File: config.mk
export PLATFORM = sky130hd
export DESIGN_NAME = regfile_scoreboard
export DESIGN_NICKNAME = d
export VERILOG_FILES = /design/src/rtl/regfile_pkg.sv /design/src/rtl/reg_scoreboard.sv /design/src/rtl/regfile_scoreboard.sv
export SDC_FILE = /design/constraint.sdc
export NUM_CORES = 2
export LEC_CHECK = 0
export CORE_UTILIZATION = 25
export DETAILED_ROUTE_END_ITERATION = 7
export GPL_TIMING_DRIVEN = 0
export PLACE_DENSITY_LB_ADDON = 0.2
export SYNTH_ARGS = -nofsm -noshare
export SYNTH_HDL_FRONTEND = slang
export SYNTH_SLANG_ARGS = --single-unit
File: constraint.sdc
create_clock -name clock -period 3.4 [get_ports clock]
set_input_delay 0.68 -clock clock [delete_from_list [all_inputs] [get_ports clock]]
set_output_delay 0.68 -clock clock [all_outputs]
set_load 0.02 [all_outputs]
File: src/rtl/regfile_pkg.sv
// Shared defaults and register-index type for the register file with scoreboard.
package regfile_pkg;

  localparam int DEF_DATA_W = 32;
  localparam int DEF_ADDR_W = 5;
  localparam int DEF_NUM_RD = 3;

  typedef logic [DEF_ADDR_W-1:0] reg_idx_t;

endpackage

File: src/rtl/reg_scoreboard.sv
// Pending-write scoreboard: one bit per register, set on issue, cleared on writeback or flush.
module reg_scoreboard
  import regfile_pkg::*;
#(
  parameter int ADDR_W = DEF_ADDR_W,
  parameter int DEPTH  = 2**ADDR_W
)(
  input  logic              clock,
  input  logic              reset_n,
  input  logic              issue_valid,
  input  logic [ADDR_W-1:0] issue_dest,
  input  logic              wb_valid,
  input  logic [ADDR_W-1:0] wb_addr,
  input  logic              flush,
  output logic              issue_ready,
  output logic [DEPTH-1:0]  pending
);

  logic [DEPTH-1:0] r_pending;
  logic [DEPTH-1:0] w_pending_next;
  logic             w_issue_fire;

  // A writeback to the same destination frees the slot this cycle, so a re-issue is allowed.
  assign issue_ready  = !flush &&
                        ((issue_dest == '0) || !r_pending[issue_dest] ||
                         (wb_valid && (wb_addr == issue_dest)));
  assign w_issue_fire = issue_valid && issue_ready && (issue_dest != '0);

  always_comb begin
    w_pending_next = r_pending;
    if (flush) begin
      w_pending_next = '0;
    end else begin
      if (wb_valid) w_pending_next[wb_addr] = 1'b0;
      // Set after clear: a same-edge issue keeps the register pending.
      if (w_issue_fire) w_pending_next[issue_dest] = 1'b1;
    end
    w_pending_next[0] = 1'b0;
  end

  always_ff @(posedge clock or negedge reset_n) begin
    if (!reset_n) r_pending <= '0;
    else          r_pending <= w_pending_next;
  end

  assign pending = r_pending;

endmodule

File: src/rtl/regfile_scoreboard.sv
// Multi-port register file with pending-write scoreboard; r0 is hardwired zero.
// Optional same-cycle writeback forwarding to read ports: define REGFILE_BYPASS_EN.
module regfile_scoreboard
  import regfile_pkg::*;
#(
  parameter int DATA_W = DEF_DATA_W,
  parameter int ADDR_W = DEF_ADDR_W,
  parameter int NUM_RD = DEF_NUM_RD
)(
  input  logic                     clock,
  input  logic                     reset_n,
  input  logic [NUM_RD*ADDR_W-1:0] rd_addr,
  output logic [NUM_RD*DATA_W-1:0] rd_data,
  output logic [NUM_RD-1:0]        rd_busy,
  input  logic                     issue_valid,
  input  logic [ADDR_W-1:0]        issue_dest,
  output logic                     issue_ready,
  input  logic                     wb_valid,
  input  logic [ADDR_W-1:0]        wb_addr,
  input  logic [DATA_W-1:0]        wb_data,
  input  logic                     flush
);

  localparam int DEPTH = 2**ADDR_W;

  logic [DATA_W-1:0] r_regs [DEPTH];
  logic [DEPTH-1:0]  w_pending;

  // Async clear of the whole array rules out block RAM; these are plain flops.
  always_ff @(posedge clock or negedge reset_n) begin
    if (!reset_n) begin
      for (int i = 0; i < DEPTH; i++) r_regs[i] <= '0;
    end else if (wb_valid && (wb_addr != '0)) begin
      r_regs[wb_addr] <= wb_data;
    end
  end

  reg_scoreboard #(
    .ADDR_W (ADDR_W),
    .DEPTH  (DEPTH)
  ) u_scoreboard (
    .clock       (clock),
    .reset_n     (reset_n),
    .issue_valid (issue_valid),
    .issue_dest  (issue_dest),
    .wb_valid    (wb_valid),
    .wb_addr     (wb_addr),
    .flush       (flush),
    .issue_ready (issue_ready),
    .pending     (w_pending)
  );

  generate
    for (genvar gi = 0; gi < NUM_RD; gi++) begin : g_rd
      logic [ADDR_W-1:0] w_addr;
      assign w_addr = rd_addr[gi*ADDR_W +: ADDR_W];
`ifdef REGFILE_BYPASS_EN
      logic w_hit;
      assign w_hit = wb_valid && (wb_addr == w_addr) && (w_addr != '0);
      assign rd_data[gi*DATA_W +: DATA_W] = w_hit ? wb_data : r_regs[w_addr];
      assign rd_busy[gi]                  = w_hit ? 1'b0 : w_pending[w_addr];
`else
      assign rd_data[gi*DATA_W +: DATA_W] = r_regs[w_addr];
      assign rd_busy[gi]                  = w_pending[w_addr];
`endif
    end
  endgenerate

endmodule

==> flow_metrics.py <==
metrics = {
    "run_status": {
        "status": "finished with violations",
        "violations": "max-capacitance violations, max-slew violations, negative setup slack",
    },
    "grt": {
        "grt_pass1_wl_um": 408000,
        "grt_pass1_vias": 46400,
        "use_met1_pct": 30.4,
        "gr-max-usage-layer": "met2",
        "overflow": 0,
        "antenna_found_initial": 8,
        "grt_usage_pct": 22.8,
        "met3_usage_pct": 5.71,
        "use_met2_pct": 35.2,
        "grt_max_degree": 156,
    },
    "power": {
        "max-vdd-ir-drop_mv": 0.481,
        "p_clk_share_pct": 33.7,
        "p_seq_share_pct": 38.2,
        "pwr-share-comb_pct": 28.1,
        "p_leak_nw": 33.3,
        "switching_share_pct": 30.9,
        "cellPowerDensity_mw_per_mm2": 542,
        "switchingPower_mw": 13.8,
        "cellInternalPower_mw": 30.8,
    },
    "placed_design": {
        "dp_hpwl_um": 200000,
        "place_congestion": 0.874,
        "place_inst": 7611,
        "port_buffers": 141,
    },
    "route": {
        "vias": 45600,
        "drt_pass1_iterations": 7,
        "drc": 0,
        "wire_per_inst_um": 37.7,
        "routed_via_density": 5.65,
        "wirelength_um": 304000,
        "ant_nets": 0,
        "drt_iter0_drc": 4560,
    },
    "timing": {
        "hold_violations": 0,
        "period_minus_slack_ns": 3.51,
        "setup_slack_ns": -0.110,
        "rsz0062_at_grt": "true",
        "timing.fmax_ghz": 0.285,
        "setup_viol": 54,
        "maxSlewViolCount": 22,
        "finalCritPeriodShare_pct": 103,
        "skew_ns": 0.0217,
        "worst_pin_slew_ns": 1.54,
        "hold_ws_ns": 0.337,
        "slew-limit-headroom_pct": -2.54,
    },
    "synthesis": {
        "synth_cell_types": 49,
        "netlist_area_mm2": 0.0647,
        "yosysTopAreaCellShare_pct": 40.8,
        "yosys_most_used_dff": "dfrtp_1",
        "synth_area_leader_cell": "dfrtp_1",
        "synth-seq-area-share_pct": 40.8,
        "syn_area_per_cell_um2": 15.9,
        "synthTopCellsByArea": "dfrtp_1, mux4_2, mux2_2, mux2i_1, clkbuf_1",
        "synth_fp_nets": 4138,
        "yosysWarnings": 0,
        "synth-edff-count": 0,
        "synth_cells": 4076,
        "synth_seq_cells": 1055,
        "synth_async_sr_flop_share_pct": 100,
    },
    "floorplanning": {
        "die-area_mm2": 0.261,
        "pin_count": 162,
        "die_w_um": 511,
        "die_h_um": 511,
        "initial_core_util_pct": 25.2,
        "core_area_mm2": 0.257,
        "rows": 186,
    },
    "setup_path": {
        "rrSetupSlack_ns": 1.03,
        "critPathArrivalTime_ns": 2.83,
        "critical_path.max_fanout": 6,
        "path_class": "input pin to output pin",
        "critPathCaptureType": "output pin",
        "start_kind": "input pin",
        "crit_required_ns": 2.72,
    },
    "job": {
        "cap_viol_max_count": 2,
    },
    "cells_and_area": {
        "drive_above_1_share_pct": 62.3,
        "final_nets": 4642,
        "area.growth.synth_to_final_pct": 27.4,
        "finalNonFillerCells": 8070,
        "fillCellCount": 25300,
    },
    "cts": {
        "cts_buffers": 133,
        "root_buffer": "clkbuf_16",
        "insertion_delay_ns": 0.83,
        "cts.sinks": 1055,
        "clockBufferDepth": 3,
        "cts_tree": "built",
        "cts.reportedPaths.clkPinSlew_ns": 0.06,
        "cts.htree.levels": 4,
    },
    "worst_hold_path": {
        "hold_class": "input pin to flop",
    },
}
path summary, 6_finish.rpt:
| kind | startpoint | endpoint | depth (start not counted) |
|---|---|---|---|
| worst max-delay path | rd_addr[5] | rd_data[32] | 8 |
| worst min-delay path | issue_dest[3] | u_scoreboard.pending[16]$_DFF_PN0_ | 4 |
| worst max register to register | u_scoreboard.pending[29]$_DFF_PN0_ | u_scoreboard.pending[12]$_DFF_PN0_ | 5 |
| worst min register to register | r_regs[1007]$_DFFE_PN0P_ | r_regs[1007]$_DFFE_PN0P_ | 1 |
| max in group asynchronous | reset_n | r_regs[469]$_DFFE_PN0P_ | 5 |
| min in group asynchronous | reset_n | r_regs[488]$_DFFE_PN0P_ | 2 |
synthesized netlist by cell type, types with 11 or more instances:
library cell,instances
clkbuf_1,279
o21ai_0,25
buf_2,129
a22oi_1,99
mux2_2,995
o21a_1,99
dfrtp_1,1055
nor2_1,29
buf_4,19
nor3_1,15
mux2i_1,209
nand2_1,39
buf_1,76
a32oi_1,11
nor3b_1,21
mux4_2,890
placed cells by master, fill, tap and decap left out, drive strengths merged, types with 15 or more instances in the layout:
cell,n
buf,536
a22oi,99
nor2,29
o21a,99
mux2,995
nor3,15
clkbuf,488
mux4,890
inv,15
dfrtp,1055
clkdlybuf4s50,34
mux2i,209
nand2,39
nor3b,21
clkinv,26
o21ai,26
power groups by stage:
stage	Sequential (mW)	Combinational, mW	Clock, mW
floorplan	16.5	7.72	0
global placement	17.1	10.8	0
detailed placement	17.2	11.1	0
CTS	17.0	12.1	15.3
global route	17.4	13.1	15.8
finish	17.1	12.5	15.0
kinds of logic (layout without fill, tap and decap cells):
kind of cell,after synthesis,in the layout,share of synthesized area [%]
mux,2094,2094,51.5
flops,1055,1055,40.8
buf+inv,511,1117,3.33
compound gates,262,262,2.97
simple gates,149,149,1.28
xor+xnor,5,5,0.0677
other cells,0,4,0
state kept, by name, indices dropped and copies added, names as in the netlist:
register / flops
u_scoreboard.pending: 31
r_regs: 1024
timing repair:
item | in CTS | in global routing
setup buffers | 126 | 71
resized for setup | 1596 | 222
hold buffers | 1 | 0
pin swaps | 13 | 28
endpoints found under the hold margin | 123 | 0
cloned | 28 | 14
setup endpoints to repair | 100 | 91
per-layer routing:
metal	routed length [um]	part of all wire, %
met5	70	0.023
met4	13200	4.3
met3	25400	8.3
met2	138000	45
met1	127000	42
worst max-delay path: stages:
cell	delay (ns)
clkbuf_16	0.15
buf_16	0.18
clkbuf_16	0.21
buf_6	0.11
mux4_2	0.48
mux4_2	0.56
o21a_4	0.29
buf_6	0.14
layout make-up:
type | count | area [um^2] | area share (%)
clock inverter | 47 | 678 | 0.823
timing repair buffer | 376 | 4800 | 5.83
clock buffer | 190 | 3830 | 4.65
antenna | 4 | 10.0 | 0.0121
buffer | 497 | 5150 | 6.26
sequential | 1055 | 26400 | 32.0
multi-input combinational | 2510 | 37200 | 45.2
tap | 3384 | 4230 | 5.14
inverter | 7 | 26.3 | 0.0319
through the flow:
step                      total power, mW  util (%)  worst slack (ns)  TNS [ns]  instance area, um^2
final                                44.7      32.1            -0.110     -1.97                82400
after global routing                 46.2      32.1            -0.111     -2.87                82400
after CTS                            44.3      31.5            -0.182     -4.63                81000
after detailed placement             28.2      27.5             -2.92   -321.46                70600
after global placement               27.9      27.4            -49.77         -                70300
after floorplan                      24.2         -             0.159         0                64700
No activity file was read; power rests on OpenSTA's default activity.
